[src/rtl/cpu_control_mc_if.sv]
`default_nettype none
// ============================================================================
// Module      : cpu_control_mc_if
// Description : Signal bundle between the multi-cycle control unit and the
//               accumulator datapath / memories.
//               master modport = control unit side, slave = datapath side.
//   Datapath -> control : opcode[OPCODE_W], is_zero, is_neg, mem_ready, resume
//   Control -> datapath : pc_load, pc_en, halt, jmp, ir_load,
//                         accumulator_load, alu_op[3], memIns_en, memDa_en,
//                         memDa_we, state[4], err_illegal, err_timeout,
//                         instr_count[CNT_W]
// Revision    : 1.0 - initial release
// ============================================================================
interface cpu_control_mc_if #(
    parameter int OPCODE_W = 4,
    parameter int CNT_W    = 16
);
    logic [OPCODE_W-1:0] opcode;
    logic                is_zero;
    logic                is_neg;
    logic                mem_ready;
    logic                resume;

    logic                pc_load;
    logic                pc_en;
    logic                halt;
    logic                jmp;
    logic                ir_load;
    logic                accumulator_load;
    logic [2:0]          alu_op;
    logic                memIns_en;
    logic                memDa_en;
    logic                memDa_we;
    logic [3:0]          state;
    logic                err_illegal;
    logic                err_timeout;
    logic [CNT_W-1:0]    instr_count;

    modport master (
        input  opcode, is_zero, is_neg, mem_ready, resume,
        output pc_load, pc_en, halt, jmp, ir_load, accumulator_load, alu_op,
               memIns_en, memDa_en, memDa_we, state, err_illegal, err_timeout,
               instr_count
    );

    modport slave (
        output opcode, is_zero, is_neg, mem_ready, resume,
        input  pc_load, pc_en, halt, jmp, ir_load, accumulator_load, alu_op,
               memIns_en, memDa_en, memDa_we, state, err_illegal, err_timeout,
               instr_count
    );
endinterface
`default_nettype wire

[src/rtl/cpu_control_mc.sv]
`default_nettype none
// ============================================================================
// Module      : cpu_control_mc
// Description : Multi-cycle control unit for the accumulator CPU.
//               FETCH -> DECODE -> (OP_FETCH) -> EXEC | STORE -> FETCH,
//               with a resumable HALT, sticky error flags, a data-memory
//               wait/timeout counter and a saturating retired-instr counter.
//   clk : system clock (rising edge)
//   rst : asynchronous, active-low reset
//   bus : cpu_control_mc_if master modport (all decode inputs / controls)
// Revision    : 1.0 - initial release
// ============================================================================
module cpu_control_mc #(
    parameter int OPCODE_W     = 4,
    parameter int MEM_WAIT_MAX = 15,
    parameter int CNT_W        = 16
) (
    input  wire logic         clk,
    input  wire logic         rst,
    cpu_control_mc_if.master  bus
);
    // One spare bit so the counter can hold MEM_WAIT_MAX for any value >= 0.
    localparam int WAIT_W = $clog2(MEM_WAIT_MAX + 2);

    localparam logic [3:0] C_OP_HLT = 4'd0,  C_OP_SKZ = 4'd1,  C_OP_ADD = 4'd2;
    localparam logic [3:0] C_OP_AND = 4'd3,  C_OP_XOR = 4'd4,  C_OP_LDA = 4'd5;
    localparam logic [3:0] C_OP_STO = 4'd6,  C_OP_JMP = 4'd7,  C_OP_SKN = 4'd8;
    localparam logic [3:0] C_OP_SUB = 4'd9,  C_OP_OR  = 4'd10, C_OP_JZ  = 4'd11;

    typedef enum logic [3:0] {
        S_FETCH    = 4'd0,
        S_DECODE   = 4'd1,
        S_OP_FETCH = 4'd2,
        S_EXEC     = 4'd3,
        S_STORE    = 4'd4,
        S_HALT     = 4'd8
    } state_t;

    state_t             r_state;
    logic [WAIT_W-1:0]  r_wait_cnt;
    logic               r_err_illegal;
    logic               r_err_timeout;
    logic [CNT_W-1:0]   r_instr_count;

    state_t             w_next;
    logic [3:0]         w_op;
    logic [2:0]         w_alu_sel;
    logic               w_is_alu, w_illegal, w_at_limit;
    logic               w_set_ill, w_set_to, w_retire, w_wait_inc;
    logic               w_pc_load, w_pc_en, w_halt, w_jmp, w_ir_load, w_acc_load;
    logic [2:0]         w_alu_op;
    logic               w_memIns_en, w_memDa_en, w_memDa_we;

    // With a 3-bit opcode the upper half of the map (extended and illegal
    // opcodes) simply cannot be decoded.
    generate
        if (OPCODE_W == 3) begin : g_op3
            assign w_op = {1'b0, bus.opcode};
        end else begin : g_op4
            assign w_op = bus.opcode;
        end
    endgenerate

    assign w_illegal  = (w_op >= 4'd12);
    assign w_is_alu   = (w_op == C_OP_ADD) || (w_op == C_OP_AND) || (w_op == C_OP_XOR) ||
                        (w_op == C_OP_LDA) || (w_op == C_OP_SUB) || (w_op == C_OP_OR);
    assign w_at_limit = (r_wait_cnt == WAIT_W'(MEM_WAIT_MAX));

    always_comb begin
        w_alu_sel = 3'd0;                       // PASS (LDA and non-ALU opcodes)
        case (w_op)
            C_OP_ADD: w_alu_sel = 3'd1;
            C_OP_AND: w_alu_sel = 3'd2;
            C_OP_XOR: w_alu_sel = 3'd3;
            C_OP_SUB: w_alu_sel = 3'd4;
            C_OP_OR:  w_alu_sel = 3'd5;
            default:  w_alu_sel = 3'd0;
        endcase
    end

    always_comb begin
        w_next      = r_state;
        w_set_ill   = 1'b0;
        w_set_to    = 1'b0;
        w_retire    = 1'b0;
        w_wait_inc  = 1'b0;
        w_pc_load   = 1'b0;
        w_pc_en     = 1'b0;
        w_halt      = 1'b0;
        w_jmp       = 1'b0;
        w_ir_load   = 1'b0;
        w_acc_load  = 1'b0;
        w_alu_op    = 3'd0;
        w_memIns_en = 1'b0;
        w_memDa_en  = 1'b0;
        w_memDa_we  = 1'b0;
        case (r_state)
            S_FETCH: begin
                w_memIns_en = 1'b1;
                w_ir_load   = 1'b1;
                w_next      = S_DECODE;
            end
            S_DECODE: begin
                w_pc_en = 1'b1;
                if ((w_op == C_OP_HLT) || w_illegal) begin
                    w_next    = S_HALT;
                    w_set_ill = w_illegal;
                end else if (w_is_alu) begin
                    w_next = S_OP_FETCH;
                end else if (w_op == C_OP_STO) begin
                    w_next = S_STORE;
                end else begin
                    w_next = S_EXEC;            // SKZ / SKN / JMP / JZ
                end
            end
            S_OP_FETCH: begin
                w_memDa_en = 1'b1;
                w_alu_op   = w_alu_sel;
                // mem_ready takes priority over the timeout on the limit cycle.
                if (bus.mem_ready) begin
                    w_next = S_EXEC;
                end else if (w_at_limit) begin
                    w_next   = S_HALT;
                    w_set_to = 1'b1;
                end else begin
                    w_wait_inc = 1'b1;
                end
            end
            S_EXEC: begin
                if (w_is_alu) begin
                    w_acc_load = 1'b1;
                    w_alu_op   = w_alu_sel;
                end
                if (((w_op == C_OP_SKZ) && bus.is_zero) || ((w_op == C_OP_SKN) && bus.is_neg)) begin
                    w_pc_en = 1'b1;
                end
                if ((w_op == C_OP_JMP) || ((w_op == C_OP_JZ) && bus.is_zero)) begin
                    w_pc_load = 1'b1;
                    w_jmp     = 1'b1;
                end
                w_next   = S_FETCH;
                w_retire = 1'b1;
            end
            S_STORE: begin
                w_memDa_en = 1'b1;
                w_memDa_we = 1'b1;
                if (bus.mem_ready) begin
                    w_next   = S_FETCH;
                    w_retire = 1'b1;
                end else if (w_at_limit) begin
                    w_next   = S_HALT;
                    w_set_to = 1'b1;
                end else begin
                    w_wait_inc = 1'b1;
                end
            end
            S_HALT: begin
                w_halt = 1'b1;
                // Any sticky error makes the halt terminal until reset.
                if (bus.resume && !r_err_illegal && !r_err_timeout) begin
                    w_next   = S_FETCH;
                    w_retire = 1'b1;            // the HLT itself retires here
                end
            end
            default: w_next = S_FETCH;
        endcase
    end

    always_ff @(posedge clk or negedge rst) begin
        if (!rst) begin
            r_state       <= S_FETCH;
            r_wait_cnt    <= '0;
            r_err_illegal <= 1'b0;
            r_err_timeout <= 1'b0;
            r_instr_count <= '0;
        end else begin
            r_state <= w_next;
            // Cleared whenever not waiting, so every entry starts at zero.
            r_wait_cnt <= w_wait_inc ? (r_wait_cnt + WAIT_W'(1)) : '0;
            if (w_set_ill) r_err_illegal <= 1'b1;
            if (w_set_to)  r_err_timeout <= 1'b1;
            if (w_retire && (r_instr_count != {CNT_W{1'b1}})) begin
                r_instr_count <= r_instr_count + CNT_W'(1);
            end
        end
    end

    // Control strobes are masked by reset so they drop the instant rst falls,
    // independent of the state register's own asynchronous clear.
    assign bus.pc_load          = rst & w_pc_load;
    assign bus.pc_en            = rst & w_pc_en;
    assign bus.halt             = rst & w_halt;
    assign bus.jmp              = rst & w_jmp;
    assign bus.ir_load          = rst & w_ir_load;
    assign bus.accumulator_load = rst & w_acc_load;
    assign bus.alu_op           = rst ? w_alu_op : 3'd0;
    assign bus.memIns_en        = rst & w_memIns_en;
    assign bus.memDa_en         = rst & w_memDa_en;
    assign bus.memDa_we         = rst & w_memDa_we;
    assign bus.state            = r_state;
    assign bus.err_illegal      = r_err_illegal;
    assign bus.err_timeout      = r_err_timeout;
    assign bus.instr_count      = r_instr_count;
endmodule
`default_nettype wire

[src/flat_wrapper.sv]
// flat-port wrapper written by rule: the top's interface ports become plain ports
module cpu_control_mc_flat 
#(
    parameter int OPCODE_W     = 4,
    parameter int MEM_WAIT_MAX = 15,
    parameter int CNT_W        = 16
)
  (clk, rst, bus_opcode, bus_is_zero, bus_is_neg, bus_mem_ready, bus_resume, bus_pc_load, bus_pc_en, bus_halt, bus_jmp, bus_ir_load, bus_accumulator_load, bus_alu_op, bus_memIns_en, bus_memDa_en, bus_memDa_we, bus_state, bus_err_illegal, bus_err_timeout, bus_instr_count);
  cpu_control_mc_if #(.OPCODE_W(OPCODE_W), .CNT_W(CNT_W)) bus_i ();
  input  wire logic clk;
  input  wire logic rst;
  input wire logic [$bits(bus_i.opcode)-1:0] bus_opcode;
  input wire logic [$bits(bus_i.is_zero)-1:0] bus_is_zero;
  input wire logic [$bits(bus_i.is_neg)-1:0] bus_is_neg;
  input wire logic [$bits(bus_i.mem_ready)-1:0] bus_mem_ready;
  input wire logic [$bits(bus_i.resume)-1:0] bus_resume;
  output wire logic [$bits(bus_i.pc_load)-1:0] bus_pc_load;
  output wire logic [$bits(bus_i.pc_en)-1:0] bus_pc_en;
  output wire logic [$bits(bus_i.halt)-1:0] bus_halt;
  output wire logic [$bits(bus_i.jmp)-1:0] bus_jmp;
  output wire logic [$bits(bus_i.ir_load)-1:0] bus_ir_load;
  output wire logic [$bits(bus_i.accumulator_load)-1:0] bus_accumulator_load;
  output wire logic [$bits(bus_i.alu_op)-1:0] bus_alu_op;
  output wire logic [$bits(bus_i.memIns_en)-1:0] bus_memIns_en;
  output wire logic [$bits(bus_i.memDa_en)-1:0] bus_memDa_en;
  output wire logic [$bits(bus_i.memDa_we)-1:0] bus_memDa_we;
  output wire logic [$bits(bus_i.state)-1:0] bus_state;
  output wire logic [$bits(bus_i.err_illegal)-1:0] bus_err_illegal;
  output wire logic [$bits(bus_i.err_timeout)-1:0] bus_err_timeout;
  output wire logic [$bits(bus_i.instr_count)-1:0] bus_instr_count;
  assign bus_i.opcode = bus_opcode;
  assign bus_i.is_zero = bus_is_zero;
  assign bus_i.is_neg = bus_is_neg;
  assign bus_i.mem_ready = bus_mem_ready;
  assign bus_i.resume = bus_resume;
  assign bus_pc_load = bus_i.pc_load;
  assign bus_pc_en = bus_i.pc_en;
  assign bus_halt = bus_i.halt;
  assign bus_jmp = bus_i.jmp;
  assign bus_ir_load = bus_i.ir_load;
  assign bus_accumulator_load = bus_i.accumulator_load;
  assign bus_alu_op = bus_i.alu_op;
  assign bus_memIns_en = bus_i.memIns_en;
  assign bus_memDa_en = bus_i.memDa_en;
  assign bus_memDa_we = bus_i.memDa_we;
  assign bus_state = bus_i.state;
  assign bus_err_illegal = bus_i.err_illegal;
  assign bus_err_timeout = bus_i.err_timeout;
  assign bus_instr_count = bus_i.instr_count;
  cpu_control_mc #(.OPCODE_W(OPCODE_W), .MEM_WAIT_MAX(MEM_WAIT_MAX), .CNT_W(CNT_W)) u_core (.clk(clk), .rst(rst), .bus(bus_i));
endmodule
[config.mk]
export PLATFORM = sky130hd
export DESIGN_NAME = cpu_control_mc_flat
export DESIGN_NICKNAME = d
export VERILOG_FILES = /design/src/rtl/cpu_control_mc_if.sv /design/src/rtl/cpu_control_mc.sv /design/src/flat_wrapper.sv
export SDC_FILE = /design/constraint.sdc
export NUM_CORES = 1
export LEC_CHECK = 0
export CORE_AREA = 4 4 67 69
export CTS_CLUSTER_SIZE = 20
export DETAILED_ROUTE_END_ITERATION = 7
export DIE_AREA = 0 0 71 73
export GPL_TIMING_DRIVEN = 0
export PLACE_DENSITY = 0.74
export SETUP_SLACK_MARGIN = 0.4
export SYNTH_ARGS = -nofsm -noshare
export SYNTH_HDL_FRONTEND = slang
export SYNTH_SLANG_ARGS = --single-unit
[constraint.sdc]
create_clock -name clk -period 1.7 [get_ports clk]
set_input_delay 0.34 -clock clk [delete_from_list [all_inputs] [get_ports clk]]
set_output_delay 0.34 -clock clk [all_outputs]
set_load 0.01 [all_outputs]
==> impl_summary.txt, run 1 <==
----------------------------------------------------
[Yosys]
  Avg Cell Area, Syn ... slightly below 10 um^2
  Most used DFF post-synth ... dfrtp_1
  Post-Syn Nets ... ~180
  Post-synthesis instance total ... 166
  Number of enable-type register cells in the synthesized netlist ... 0
  Unique masters post-synth ... 46
  Leading cell types by count after synthesis ... 27 x dfrtp_1, 15 x nor2_1, 14 x xnor2_1
  Seq cells post-synth ... 27
  Cell with the most instances after synthesis ... dfrtp_1
  Area share of the leading cell type in the synthesized netlist ... 41.0%
  Cell taking the most area after synthesis ... dfrtp_1
  Share of the yosys chip area belonging to registers ... between 40% and 50%
  Yosys warns ... 0
  Ys async rst share ... 100%
  Main area contributors after synthesis ... dfrtp_1 41%, xnor2_1 7.4%, nand3_2 3.6%, nor2_1 3.4%, nor3b_1 3.2%
  Cell area after technology mapping ... 1650 um^2

[Clocking]
  Clock tree from TritonCTS ... built
  Cts bufs inserted ... 3
  Cell at the root of the clock tree ... clkbuf_8
  Number of sinks on the clock net ... 27
  Maximum clock path buffer count ... 2
  Clock slew at reported path FFs ... 100 ps
  Latest clock arrival within the worst-skew pair ... 270 ps
  H-tree level count ... 1

[Routing]
  Routed Antenna Nets ... 0
  Final wirelength ... about 6400 um
  Iteration-0 DRC count of the detailed router ... 153
  Routed length per placed instance ... between 15 and 20 um
  Vias per inst ... approximately 5.5
  Detailed-route DRC error count ... 0
  Pre-Repair DR Iteration Count ... 4
  Via count of the routed design ... roughly 1800

[Setup path]
  Start-to-end type of the worst setup path ... reg2out
  Endpoint class of the critical path ... primary output
  Data required time at the worst endpoint ... roughly 1400 ps
  Startpoint types ... flop
  CP Data Arrival Time ... between 1500 and 2000 ps
  Highest fanout seen on the critical path ... 5

[Die]
  Effective utilization at floorplan ... about 42%
  Horizontal extent of the die ... 71 um
  Die Y ... between 70 and 80 um
  Core Area ... 3910 um^2
  Standard-cell row count ... 23
  Die Area ... 5180 um^2
  Count of pins on the block boundary ... 44

[STA]
  Minimum setup slack in the final design ... -287 ps
  Min Clock Period, post-route ... 1990 ps
  WHS ... -98.6 ps
  Final setup skew ... 6.27 ps
  Unrepaired setup endpoints after global routing ... true
  Worst max-slew margin expressed relative to the limit ... 77.3%
  Fin. Hold Viols ... 27
  Worst Max-Slew Pin Slew ... ~340 ps
  Max Fclk ... 503 MHz
  Total Neg Setup Slack ... -5220 ps
  Final setup violating endpoints ... 33
  Period Utilization, post-route ... 117%
  Max Slew Vio Count ... 0

[Finish]
  Share of final-layout standard cells stronger than drive strength 1 ... about two thirds
  Diodes inserted ... 0
  Post-layout nets ... 293
  Fillcell total ... around 200
  Synth-to-Final Area Change ... 98.0%
  Post-route design area ... about 3300 um^2
  Core utilization of the finished layout ... 83.4%

[Power and ir drop]
  Power per Cell Area ... 1040 nW/um^2
  Total power draw ... approximately 3.4 mW
  Worst vdd rail ir drop ... 750 uV
  Static power due to leakage ... between 1 and 1.5 nW

[Placement]
  Cell area after placement ... 2340 um^2
  Post-detail-place hpwl ... between 2000 and 3000 um
  Final weighted congestion in routability-driven placement ... 0.868
  Number of input and output port buffers inserted ... between 40 and 50

[Flow run]
  Number of violations of the max-capacitance limit ... 0

[GRT]
  First-pass GRT wire length ... 8390 um
  Tot GR Track Use ... between 20 and 25%
  Largest net degree at the start of global routing ... 32
  Number of global-route vias before repair ... 1811
  Remaining global-route overflow ... 0
  Antenna violations before repair ... 0

[Run status]
  Run status ... finished, violations left
  Failing checks ... negative hold slack, negative setup slack

[Hold path]
  HP Class ... in2async

----------------------------------------------------
==> worst paths after layout <==
check,startpoint,to,slack [ps],depth (start not counted)
min,rst,u_core.r_wait_cnt[2],-100,1
max reg2reg,u_core.bus.state[0],u_core.bus.instr_count[1],-210,7
max,u_core.bus.state[1],bus_memDa_en,-290,5
min in group clk,u_core.bus.instr_count[7],u_core.bus.instr_count[7],570,2
max in group asynchronous,rst,u_core.bus.state[0],1560,1
min reg2reg,u_core.bus.instr_count[7],u_core.bus.instr_count[7],570,2
==> critical path, stage by stage, from the launching register on <==
cell and delay [ps]:
dfrtp_2 440, buf_6 150, xnor2_1 150, or3_4 410
nor2_4 110, buf_6 100
==> metrics by stage <==
step | std cells | setup WS (ps)
4_1_cts | 317 | -278
6_report | 329 | -287
5_1_grt | 329 | -343
3_3_place_gp | 258 | -1960
3_5_place_dp | 258 | -2030
2_1_floorplan | 166 | -40.1
==> timing repair <==
item	CTS	global route
endpoints found under the setup margin	86	59
gates resized for setup	178	73
buffers inserted	53	12
endpoints found under the hold margin	27	27
gates cloned	2	0
pin swaps	22	31
==> cell type report <==
type | instances | area, um^2 | share of cell area (%)
clock buffer | 3 | 41.3 | 1.26
timing repair buffer | 109 | 1020 | 31.3
tap | 50 | 62.6 | 1.92
sequential | 27 | 686 | 21.0
buffer | 12 | 136 | 4.18
multi-input combinational | 121 | 1290 | 39.4
clock inverter | 1 | 7.51 | 0.230
inverter | 6 | 22.5 | 0.690
==> per-layer routing <==
metal	track usage [%]	share of wire, %
met5	0	0
met1	23.8	37
met3	3.86	5.9
met4	4.38	2.5
met2	37.5	55
==> state kept, by name, summed over array words and instances (netlist names) <==
signal,count
u_core.bus.err_timeout,1
u_core.bus.err_illegal,1
u_core.bus.instr_count,16
u_core.r_wait_cnt,5
u_core.bus.state,4
==> cells by family (layout without fill, tap and decap cells) <==
kind of cell / count (synthesis) / count (layout) / share of synthesized area (%)
compound gates: 15 / 15 / 6.98
xor+xnor: 20 / 20 / 11.1
fa+ha+maj: 3 / 3 / 2.28
buf+inv: 18 / 131 / 6.37
flops: 27 / 27 / 41.0
mux: 1 / 1 / 0.683
simple gates: 82 / 82 / 31.6
==> report_power, final <==
| part | switching [mW] | internal [mW] |
|---|---|---|
| clock network | 0.206 | 0.166 |
| logic | 0.974 | 1.19 |
| registers | 0.105 | 0.750 |
| total | 1.29 | 2.10 |
==> cell usage in the layout (no fill, tap or decap), drive strengths merged, types with 2 or more instances in the layout <==
master	count
dlygate4sd2	2
nand4	7
clkdlybuf4s15	2
nand3b	3
buf	109
nand3	10
clkdlybuf4s50	4
a21boi	2
and4	3
ha	3
xor2	5
nor2	16
or3	3
nor4b	3
nor3b	7
nor4	2
a21oi	4
dfrtp	27
clkbuf	7
inv	6
xnor2	15
and3	6
nand2	10
and2	2
nor3	6
Power figures use the tool's default switching activity.
==> inputs of run 2 (changes only) <==
Settings changed: TNS_END_PERCENT set to 30.
==> run 2 against run 1 <==
  * The run still ends with negative hold slack, negative setup slack left
  * Total power down 16%
  * Critical path depth unchanged
  * Highest routed layer unchanged
  * Largest power group unchanged
  * Combinational power is 25% lower
  * Maximum frequency increased by 3.3%
  * Sequential share of layout area is 5.0 points higher
  * Final area fell by 19%
  * Utilization is 16 points lower
  * Die area did not move
  * Sequential cell count stayed put
  * Setup slack gained 64 ps
==> impl_summary.txt, run 2 (synthesis results as in run 1) <==
----------------------------------------------------
[STA]
  Max Fclk ... 520 MHz (+3.3%)
  WHS ... -87.7 ps (+10.9 ps)
  Worst Max-Slew Pin Slew ... 346 ps (+5.73 ps)
  Period Utilization, post-route ... 113% (-3.8 points)
  Worst max-slew margin expressed relative to the limit ... 76.8% (-0.55 points)
  Min Clock Period, post-route ... 1920 ps (-64.0 ps)
  Minimum setup slack in the final design ... -223 ps (+64.0 ps)
  Final setup skew ... 16.9 ps (+10.6 ps)
  Final setup violating endpoints ... 27 (-18%)
  Fin. Hold Viols ... 27 (unchanged)
  Max Slew Vio Count ... 0 (unchanged)
  Unrepaired setup endpoints after global routing ... true

[Setup path]
  Start-to-end type of the worst setup path ... reg2out
  Slowest cell on crit path ... dfrtp_2
  Setup slack of the most critical reg-to-reg path ... -140 ps (+70 ps)
  CP Data Arrival Time ... 1580 ps (-70 ps)
  Cell-by-cell trace of the critical path ... buf_6 -> xnor2_1 -> or3_4 -> nor2_2 -> buf_2
  Endpoint class of the critical path ... primary output
  Highest cell delay on the worst timing path ... 440 ps (about the same)
  Highest fanout seen on the critical path ... 5 (unchanged)
  Number of buffers and inverters on the critical path ... 2 (unchanged)
  Family with the most delay on the worst path ... simple AND/OR/NAND/NOR gates
  Data required time at the worst endpoint ... 1360 ps (about the same)
  Startpoint types ... flop

[GRT]
  Remaining global-route overflow ... 0 (unchanged)
  Antenna violations before repair ... 0 (unchanged)
  Number of global-route vias before repair ... 1477 (-18%)
  Largest net degree at the start of global routing ... 32 (unchanged)
  Tot GR Track Use ... 17.1% (-3.0 points)
  First-pass GRT wire length ... 7100 um (-15%)

[Power and ir drop]
  Comb pwr share ... 57.1% (-6.7 points)
  Net Sw Power ... 1.04 mW (-19%)
  Switching fraction of total power ... 36.6% (-1.3 points)
  P_int ... 1.81 mW (-14%)
  Worst vdd rail ir drop ... 919 uV (+23%)
  Static power due to leakage ... 1.16 nW (-22%)
  Total power draw ... 2.85 mW (-16%)
  Clock share of power ... 13.3% (+2.3 points)
  Sequential group share of total power ... 29.6% (+4.4 points)
  Power per Cell Area ... 1080 nW/um^2 (+4.4%)

[Routing]
  Pre-Repair DR Iteration Count ... 4 (unchanged)
  Vias per inst ... 5.27 (-4.3%)
  Final wirelength ... 4370 um (-32%)
  Detailed-route DRC error count ... 0 (unchanged)
  Routed Antenna Nets ... 0 (unchanged)
  Routed length per placed instance ... 15.1 um (-22%)
  Iteration-0 DRC count of the detailed router ... 125 (-18%)
  Via count of the routed design ... 1523 (-16%)

[Run status]
  Failing checks ... negative hold slack, negative setup slack
  Run status ... finished, violations left

[Die]
  Standard-cell row count ... 23 (unchanged)
  Die Y ... 73 um (unchanged)
  Core Area ... 3910 um^2 (unchanged)
  Die Area ... 5180 um^2 (unchanged)
  Horizontal extent of the die ... 71 um (unchanged)
  Effective utilization at floorplan ... 42.1% (unchanged)
  Count of pins on the block boundary ... 44 (unchanged)

[Finish]
  Number of flip-flops under the largest register name ... 16 (unchanged)
  Diodes inserted ... 0 (unchanged)
  Share of final-layout standard cells stronger than drive strength 1 ... 49.8% (-17 points)
  Synth-to-Final Area Change ... 59.9%
  Area occupied by multi-input gates ... 1090 um^2 (-16%)
  Post-layout nets ... 253 (-14%)
  Leading cell types in the layout, fill and taps excluded ... 20 x buf_6, 20 x dfrtp_1, 17 x buf_4
  Fillcell total ... 317 (+58%)
  Sequential cell area ... 684 um^2 (-0.18%)

[Clocking]
  Number of sinks on the clock net ... 27 (unchanged)
  Cell at the root of the clock tree ... clkbuf_8
  Cts bufs inserted ... 3 (unchanged)
  Clock slew at reported path FFs ... 100 ps (about the same)
  Clock tree from TritonCTS ... built
  Maximum clock path buffer count ... 2 (unchanged)
  H-tree level count ... 1 (unchanged)
  Latest clock arrival within the worst-skew pair ... 280 ps (about the same)

[Flow run]
  Number of violations of the max-capacitance limit ... 0 (unchanged)

[Hold path]
  HP Class ... in2async

[Placement]
  Number of input and output port buffers inserted ... 42 (unchanged)
  Final weighted congestion in routability-driven placement ... 0.772 (-11%)
  Post-detail-place hpwl ... 2570 um (-7.9%)

----------------------------------------------------
run 2: changes by cell type in the layout (fill, tap and decap cells not counted), moves of 3 or more:
cell | before | now
buf_4 | 39 | 17
nand3_4 | 6 | 3
nor2_4 | 5 | 2
dlygate4sd2_1 | 2 | 15
nor3_4 | 5 | 1
xnor2_2 | 6 | 3
xnor2_1 | 8 | 12
nor3_2 | 1 | 4
nor2_2 | 1 | 6
buf_6 | 52 | 20
run 2: worst register-to-register path, delay by kind of cell, from the launching register on:
kind | cells | cell delay [ps]
buffers and inverters | 4 | 500
DFF | 1 | 400
muxes | 1 | 310
AOI/OAI and AO/OA | 2 | 290
and+or+nand+nor | 1 | 220
run 2: layer usage:
metal | GRT usage [%] | part of all wire, %
met3 | 2.48 | 3.9
met5 | 0 | 0
met4 | 5.64 | 1.7
met1 | 22.6 | 44
met2 | 28.7 | 50
run 2: layout make-up:
class                   instances  area share (%)
well taps                      50            2.37
multi-input cells             121            41.2
repair buffers                 69            22.8
flip-flops and latches         27            26.0
clock inverters                 1           0.285
inverters                       6           0.854
plain buffers                  12            4.94
clock buffers                   3            1.57
run 2: power groups by stage:
stage / registers (mW) / logic (mW) / clock network, mW
after global placement: 0.887 / 0.995 / 0
after detailed placement: 0.888 / 1.01 / 0
final: 0.845 / 1.63 / 0.379
after floorplan: 0.909 / 0.581 / 0
after global routing: 0.857 / 1.74 / 0.412
after CTS: 0.859 / 1.42 / 0.386
run 2: worst paths after layout:
path,start,to,depth (start not counted)
hold / removal,rst,u_core.bus.instr_count[6],1
setup / recovery,u_core.bus.state[1],bus_memDa_en,5
hold reg to reg,u_core.r_wait_cnt[0],u_core.r_wait_cnt[0],1
max in group asynchronous,rst,u_core.bus.state[0],1
min in group clk,u_core.r_wait_cnt[0],u_core.r_wait_cnt[0],1
setup reg to reg,u_core.bus.state[2],u_core.bus.instr_count[1],8
run 2: repair_timing:
item	in CTS	in global routing
endpoints found under the hold margin	27	27
resized for setup	145	28
buffers inserted	20	5
gates cloned	2	0
pin swaps	15	19
setup endpoints to repair	87	60
run 2: through the flow:
stage               std cells  utilization (%)  worst slack [ps]  TNS [ps]  instance area [um^2]
global placement          258             55.7             -1730    -31010                  2180
global route              289             67.4              -298     -5210                  2640
detailed placement        258             55.7             -1800    -32410                  2180
CTS                       284             64.5              -252     -2510                  2530
floorplan                 166                -             -50.6     -97.7                  1700
finish                    289             67.4              -223     -2970                  2640
